$ cat config.mk
export PLATFORM = sky130hd
export DESIGN_NAME = leaf_out_packetizer_flat
export DESIGN_NICKNAME = d
export VERILOG_FILES = /design/src/rtl/leaf_out_packetizer_if.sv /design/src/rtl/leaf_out_packetizer.sv /design/src/flat_wrapper.sv
export SDC_FILE = /design/constraint.sdc
export NUM_CORES = 1
export LEC_CHECK = 0
export CORE_MARGIN = 2
export CORE_UTILIZATION = 41
export DETAILED_ROUTE_END_ITERATION = 6
export GPL_TIMING_DRIVEN = 0
export PLACE_DENSITY = 0.71
export SLEW_MARGIN = 20
export SYNTH_ARGS = -nofsm -noshare
export SYNTH_HDL_FRONTEND = slang
export SYNTH_SLANG_ARGS = --single-unit
$ cat constraint.sdc
create_clock -name clk_bft -period 9.9 [get_ports clk_bft]
set_input_delay 1.98 -clock clk_bft [delete_from_list [all_inputs] [get_ports clk_bft]]
set_output_delay 1.98 -clock clk_bft [all_outputs]
set_load 0.01 [all_outputs]
$ cat src/rtl/leaf_out_packetizer_if.sv
// Handshake and BFT bus bundle between an HLS kernel, the leaf packetizer and the switch port.
// The master side drives the user streams, incoming control packets and back-pressure.
interface leaf_out_packetizer_if #(
    parameter int NUM_OUT_PORTS = 2,
    parameter int PAYLOAD_BITS  = 32,
    parameter int PACKET_BITS   = 49
);
    logic [NUM_OUT_PORTS*PAYLOAD_BITS-1:0] din_user;
    logic [NUM_OUT_PORTS-1:0]              vld_user;
    logic [NUM_OUT_PORTS-1:0]              ack_user;
    logic [PACKET_BITS-1:0]                din_bft;
    logic                                  stall_bft;
    logic [PACKET_BITS-1:0]                dout_bft;
    logic [NUM_OUT_PORTS-1:0]              cfg_done;

    modport master (
        output din_user, vld_user, din_bft, stall_bft,
        input  ack_user, dout_bft, cfg_done
    );

    modport slave (
        input  din_user, vld_user, din_bft, stall_bft,
        output ack_user, dout_bft, cfg_done
    );
endinterface

$ cat src/rtl/leaf_out_packetizer.sv
// Transmit-side leaf packetizer: round-robin over credited, configured user streams,
// stamping each word with its destination into a registered BFT packet.
module leaf_out_packetizer #(
    parameter int PACKET_BITS   = 49,
    parameter int PAYLOAD_BITS  = 32,
    parameter int NUM_LEAF_BITS = 5,
    parameter int NUM_PORT_BITS = 4,
    parameter int NUM_ADDR_BITS = 7,
    parameter int NUM_OUT_PORTS = 2,
    parameter int CREDIT_INIT   = 128,
    parameter int SELF_LEAF     = 0
) (
    input  logic                  clk_bft,
    input  logic                  reset,
    leaf_out_packetizer_if.slave  bus
);

    localparam int PW       = (NUM_OUT_PORTS > 1) ? $clog2(NUM_OUT_PORTS) : 1;
    localparam int CW       = $clog2(CREDIT_INIT + 1);
    localparam int SW       = CW + 9;
    localparam int PORT_LSB = PAYLOAD_BITS + NUM_ADDR_BITS;

    localparam logic [3:0]    OP_CONFIG   = 4'h1;
    localparam logic [3:0]    OP_CREDIT   = 4'h2;
    localparam logic [3:0]    NUM_PORTS_4 = 4'(NUM_OUT_PORTS);
    localparam logic [SW-1:0] CREDIT_MAX  = SW'(CREDIT_INIT);
    localparam logic [CW-1:0] CREDIT_RST  = CW'(CREDIT_INIT);
    localparam logic [4:0]    SELF_ADDR   = 5'(SELF_LEAF);
    localparam logic [PW-1:0] LAST_PORT   = PW'(NUM_OUT_PORTS - 1);

    logic [PAYLOAD_BITS-1:0]  ctrl_payload;
    logic                     ctrl_hit;
    logic [3:0]               ctrl_op;
    logic [3:0]               ctrl_idx;
    logic                     cfg_we;
    logic                     credit_we;

    logic [NUM_LEAF_BITS-1:0] dest_leaf  [NUM_OUT_PORTS];
    logic [NUM_PORT_BITS-1:0] dest_port  [NUM_OUT_PORTS];
    logic [CW-1:0]            credit     [NUM_OUT_PORTS];
    logic [CW-1:0]            credit_nxt [NUM_OUT_PORTS];
    logic [NUM_OUT_PORTS-1:0] cfg_done;
    logic [NUM_OUT_PORTS-1:0] elig;
    logic [NUM_OUT_PORTS-1:0] ack;

    logic [PW-1:0]            rr_ptr;
    logic [PW-1:0]            grant_idx;
    logic                     grant_vld;
    logic [PW:0]              cand;
    logic [SW-1:0]            credit_sum;
    logic [3:0]               grant_idx_4;
    logic [NUM_ADDR_BITS-1:0] grant_addr;
    logic [PAYLOAD_BITS-1:0]  grant_word;
    logic [PACKET_BITS-1:0]   dout;

    // Control packets are valid BFT packets addressed to port 0 of this leaf.
    assign ctrl_payload = bus.din_bft[PAYLOAD_BITS-1:0];
    assign ctrl_hit     = bus.din_bft[PACKET_BITS-1] &&
                          (bus.din_bft[PORT_LSB +: NUM_PORT_BITS] == '0);
    assign ctrl_op      = ctrl_payload[31:28];
    assign ctrl_idx     = ctrl_payload[3:0];
    assign cfg_we       = ctrl_hit && (ctrl_op == OP_CONFIG) && (ctrl_idx < NUM_PORTS_4);
    assign credit_we    = ctrl_hit && (ctrl_op == OP_CREDIT) && (ctrl_idx < NUM_PORTS_4);

    always_comb begin
        elig = '0;
        for (int i = 0; i < NUM_OUT_PORTS; i++) begin
            elig[i] = bus.vld_user[i] && cfg_done[i] && (credit[i] != '0) && !bus.stall_bft;
        end
    end

    // Scan eligible ports starting at the pointer, wrapping past the last port.
    always_comb begin
        grant_vld = 1'b0;
        grant_idx = '0;
        cand      = '0;
        for (int k = 0; k < NUM_OUT_PORTS; k++) begin
            cand = {1'b0, rr_ptr} + (PW+1)'(k);
            if (cand >= (PW+1)'(NUM_OUT_PORTS)) begin
                cand = cand - (PW+1)'(NUM_OUT_PORTS);
            end
            if (!grant_vld && elig[cand[PW-1:0]]) begin
                grant_vld = 1'b1;
                grant_idx = cand[PW-1:0];
            end
        end
    end

    always_comb begin
        ack = '0;
        if (grant_vld) begin
            ack[grant_idx] = 1'b1;
        end
    end

    // Return is added before the grant is taken off so a port at credit 1 never wraps.
    always_comb begin
        credit_sum = '0;
        for (int i = 0; i < NUM_OUT_PORTS; i++) begin
            credit_sum = SW'(credit[i]);
            if (credit_we && (ctrl_idx == 4'(i))) begin
                credit_sum = credit_sum + SW'(ctrl_payload[15:8]);
            end
            if (ack[i]) begin
                credit_sum = credit_sum - SW'(1);
            end
            credit_nxt[i] = (credit_sum > CREDIT_MAX) ? CREDIT_RST : credit_sum[CW-1:0];
        end
    end

    assign grant_idx_4 = 4'(grant_idx);
    assign grant_addr  = {SELF_ADDR, grant_idx_4[1:0]};
    assign grant_word  = bus.din_user[int'(grant_idx)*PAYLOAD_BITS +: PAYLOAD_BITS];

    always_ff @(posedge clk_bft or posedge reset) begin
        if (reset) begin
            for (int i = 0; i < NUM_OUT_PORTS; i++) begin
                dest_leaf[i] <= '0;
                dest_port[i] <= '0;
                credit[i]    <= CREDIT_RST;
            end
            cfg_done <= '0;
        end else begin
            for (int i = 0; i < NUM_OUT_PORTS; i++) begin
                credit[i] <= credit_nxt[i];
                if (cfg_we && (ctrl_idx == 4'(i))) begin
                    dest_leaf[i] <= ctrl_payload[8:4];
                    dest_port[i] <= ctrl_payload[12:9];
                    cfg_done[i]  <= 1'b1;
                end
            end
        end
    end

    // Idle cycles only drop the valid bit; the rest of the last packet is left in place.
    always_ff @(posedge clk_bft or posedge reset) begin
        if (reset) begin
            rr_ptr <= '0;
            dout   <= '0;
        end else if (grant_vld) begin
            rr_ptr <= (grant_idx == LAST_PORT) ? '0 : grant_idx + PW'(1);
            dout   <= {1'b1, dest_leaf[grant_idx], dest_port[grant_idx], grant_addr, grant_word};
        end else begin
            dout[PACKET_BITS-1] <= 1'b0;
        end
    end

    assign bus.ack_user = ack;
    assign bus.dout_bft = dout;
    assign bus.cfg_done = cfg_done;

endmodule
$ cat src/flat_wrapper.sv
// flat-port wrapper written by rule: the top's interface ports become plain ports
module leaf_out_packetizer_flat 
#(
    parameter int PACKET_BITS   = 49,
    parameter int PAYLOAD_BITS  = 32,
    parameter int NUM_LEAF_BITS = 5,
    parameter int NUM_PORT_BITS = 4,
    parameter int NUM_ADDR_BITS = 7,
    parameter int NUM_OUT_PORTS = 2,
    parameter int CREDIT_INIT   = 128,
    parameter int SELF_LEAF     = 0
)
  (clk_bft, reset, bus_din_user, bus_vld_user, bus_din_bft, bus_stall_bft, bus_ack_user, bus_dout_bft, bus_cfg_done);
  leaf_out_packetizer_if #(.NUM_OUT_PORTS(NUM_OUT_PORTS), .PAYLOAD_BITS(PAYLOAD_BITS), .PACKET_BITS(PACKET_BITS)) bus_i ();
  input  logic clk_bft;
  input  logic reset;
  input wire logic [$bits(bus_i.din_user)-1:0] bus_din_user;
  input wire logic [$bits(bus_i.vld_user)-1:0] bus_vld_user;
  input wire logic [$bits(bus_i.din_bft)-1:0] bus_din_bft;
  input wire logic [$bits(bus_i.stall_bft)-1:0] bus_stall_bft;
  output wire logic [$bits(bus_i.ack_user)-1:0] bus_ack_user;
  output wire logic [$bits(bus_i.dout_bft)-1:0] bus_dout_bft;
  output wire logic [$bits(bus_i.cfg_done)-1:0] bus_cfg_done;
  assign bus_i.din_user = bus_din_user;
  assign bus_i.vld_user = bus_vld_user;
  assign bus_i.din_bft = bus_din_bft;
  assign bus_i.stall_bft = bus_stall_bft;
  assign bus_ack_user = bus_i.ack_user;
  assign bus_dout_bft = bus_i.dout_bft;
  assign bus_cfg_done = bus_i.cfg_done;
  leaf_out_packetizer #(.PACKET_BITS(PACKET_BITS), .PAYLOAD_BITS(PAYLOAD_BITS), .NUM_LEAF_BITS(NUM_LEAF_BITS), .NUM_PORT_BITS(NUM_PORT_BITS), .NUM_ADDR_BITS(NUM_ADDR_BITS), .NUM_OUT_PORTS(NUM_OUT_PORTS), .CREDIT_INIT(CREDIT_INIT), .SELF_LEAF(SELF_LEAF)) u_core (.clk_bft(clk_bft), .reset(reset), .bus(bus_i));
endmodule
==> flow_summary.json <==
{
  "status": "finished clean",
  "initial_core_util": 0.4182,
  "area_growth_pct": 38.02,
  "clock-sinks": 80,
  "synth_cells": 528,
  "register_area_mm2": 0.002004,
  "grt_pass1_vias": 4486,
  "drtIter0Drc": 205,
  "grt_pass1_wl_mm": 22.62,
  "clk_path_buf_depth": 2,
  "grt_max_degree": 44,
  "io_pins": 171,
  "setup_viol": 0,
  "design_area_mm2": 0.006904,
  "path_clk_slew_ns": 0.06,
  "hold_depth": 2,
  "arrival_ns": 5.20,
  "root_buffer": "clkbuf_16",
  "portBuffers": 139,
  "r2r_slack_ns": 5.62,
  "maxCapViolCount": 0,
  "path_common_cell": "clkdlybuf4s50_1",
  "p_leak_uw": 0.003150,
  "clk_latency_ns": 0.34,
  "busiest_layer": "met2",
  "met2_usage": 0.3842,
  "crit_path_max_incr_delay_ns": 0.62,
  "dieArea_mm2": 0.01310,
  "postRouteAntennaNets": 0,
  "slew_headroom": 0.5007,
  "final.setup.tns_ns": 0,
  "p_total_uw": 734.7,
  "drive_above_1_share": 0.1179,
  "htreeDepth": 3,
  "cpMaxStageDelayCell": "clkdlybuf4s50_1",
  "end_kind": "output port",
  "wl_mm": 14.34,
  "mostFrequentLayoutCells": "139 x clkdlybuf4s50_1, 106 x nand2_1, 78 x dfrtp_1",
  "hold_violations": 0,
  "globalRouteOverflowTotal": 0,
  "fp.dieW_um": 114.5,
  "post-cts-setup-buffers": 0,
  "tightest_slew_ns": 0.7458,
  "ys_seq_area_frac": 0.4007,
  "rr_endpoint": "u_core.credit[1]",
  "core_mm2": 0.01196,
  "grt_usage": 0.2192,
  "synth_flop_cell": "dfrtp_1",
  "fp-row-count": 40,
  "powerDensity_mw_per_mm2": 106.4,
  "cts_buffers": 9,
  "finalCritPeriodShare": 0.7251,
  "diodes": 0,
  "ys_ff_latch": 80,
  "path_class": "primary input to output port",
  "use_met1": 0.2708,
  "fillCellCount": 1077,
  "worst-path-max-fanout": 10,
  "max_freq_mhz": 139.3,
  "layout.nets": 824,
  "ys.warnings.count": 0,
  "routed_via_density": 5.565,
  "cts_tree": "built",
  "worstRegToRegCells": 14,
  "min_to": "u_core.bus.dout_bft[43]",
  "drv_slew": 0,
  "fin_worst_skew_ns": 0.009389,
  "synth.avg_cell_area_um2": 9.474,
  "min_period_ns": 7.179,
  "final_common_cell": "clkdlybuf4s50_1",
  "cts-resized-gates": 0,
  "path_cells": "clkdlybuf4s50_1 > nand3b_1 > a31o_2 > o21ai_0 > nand2b_1 > inv_1 > clkbuf_1 > buf_1 > clkdlybuf4s50_1",
  "avgRoutedWirePerCell_um": 17.19,
  "rsz0062_at_grt": "no",
  "hold_start": "u_core.dest_leaf[5]",
  "dr.pass1.iters": 4,
  "crit_path_start_kind": "primary input",
  "hp-class": "flip-flop to flip-flop",
  "cts_hold_buffers": 0,
  "r2r_start": "u_core.credit[0]",
  "crit_required_ns": 7.92,
  "dpl.hpwl_mm": 11.19,
  "synthArstFlopShare": 1.000,
  "gp_congestion": 0.8788,
  "synth_edf_count": 0,
  "final_core_util": 0.5772,
  "synth_cell_types": 79,
  "place_area_mm2": 0.006628,
  "vdd_drop_max_mv": 0.09937,
  "die_h_um": 114.5,
  "num_vias": 4641,
  "antenna_found_initial": 0,
  "drc": 0,
  "synth_area_mm2": 0.005002,
  "gr-usage-met3": 0.04394,
  "multi_input_area_mm2": 0.002828
}
logic make-up after synthesis:
| logic type | Yosys count | synth area share |
|---|---|---|
| AOI/OAI and AO/OA | 122 | 0.1866 |
| xor gates and xnor gates | 15 | 0.02777 |
| adders and majority gates | 22 | 0.05803 |
| buffers and inverters | 40 | 0.03952 |
| DFF | 80 | 0.4007 |
| muxes | 30 | 0.06503 |
| other | 1 | 0.0007497 |
| and+or+nand+nor | 218 | 0.2216 |
worst max-delay path, delay by kind of cell:
family	cells	cell delay (ns)
buf+inv	5	2.02
simple gates	2	0.45
compound gates	2	0.74
state kept, by name, summed over array words and instances, names as in the netlist:
register and flops:
u_core.bus.dout_bft 43, u_core.credit 16, u_core.rr_ptr 1, u_core.dest_port 8
u_core.bus.cfg_done 2, u_core.dest_leaf 10
metal layers:
metal	up-vias	wire length, µm
met5	-	0
met2	116	7529
met3	18	646
met1	2275	5883
li1	2232	-
met4	0	278
layout make-up:
class | instances | area share
inverter | 11 | 0.006343
multi-input combinational | 413 | 0.4096
sequential | 80 | 0.2903
clock inverter | 4 | 0.006887
buffer | 29 | 0.02265
clock buffer | 10 | 0.03316
tap | 147 | 0.02664
timing repair buffer | 140 | 0.2044
per-stage QoR:
step	setup WS [ns]	std cells	hold WS, ns
after CTS	2.715	834	0.4653
after global placement	2.764	819	0.4477
after floorplan	4.387	533	0.4420
final	2.721	834	0.4662
after global routing	2.459	834	0.4803
after detailed placement	2.739	820	0.4554
worst max path at each step:
stage / startpoint / endpoint / slack [ns] / cells after the start
2_1_floorplan: bus_stall_bft / bus_ack_user[0] / 4.39 / 8
3_3_place_gp: bus_stall_bft / bus_ack_user[0] / 2.76 / 10
3_5_place_dp: bus_stall_bft / bus_ack_user[0] / 2.74 / 10
4_1_cts: bus_stall_bft / bus_ack_user[0] / 2.72 / 9
5_1_grt: bus_stall_bft / bus_ack_user[0] / 2.46 / 9
6_report: bus_stall_bft / bus_ack_user[0] / 2.72 / 9
report_power, final:
part           switching (µW)  internal (µW)  total, µW
clock network             128            192        319
registers                1.36            329        330
logic                    36.0           49.1       85.2
total                     165            569        735
cells in the mapped netlist (8+ instances only):
library cell,n,area [µm²]
clkbuf_1,15,56.30
nand3_1,9,45.04
xnor2_1,9,78.83
dfrtp_1,78,1952
buf_4,8,60.06
a21oi_1,15,75.07
o21ai_0,11,55.05
nand2_1,106,397.9
mux2i_1,10,100.1
nor3_1,9,45.04
a22oi_1,43,322.8
ha_1,20,250.2
mux2_2,20,225.2
inv_1,11,41.29
nand2b_1,8,50.05
nor2_1,32,120.1
Note: power is estimated with default switching activity, not from simulation.
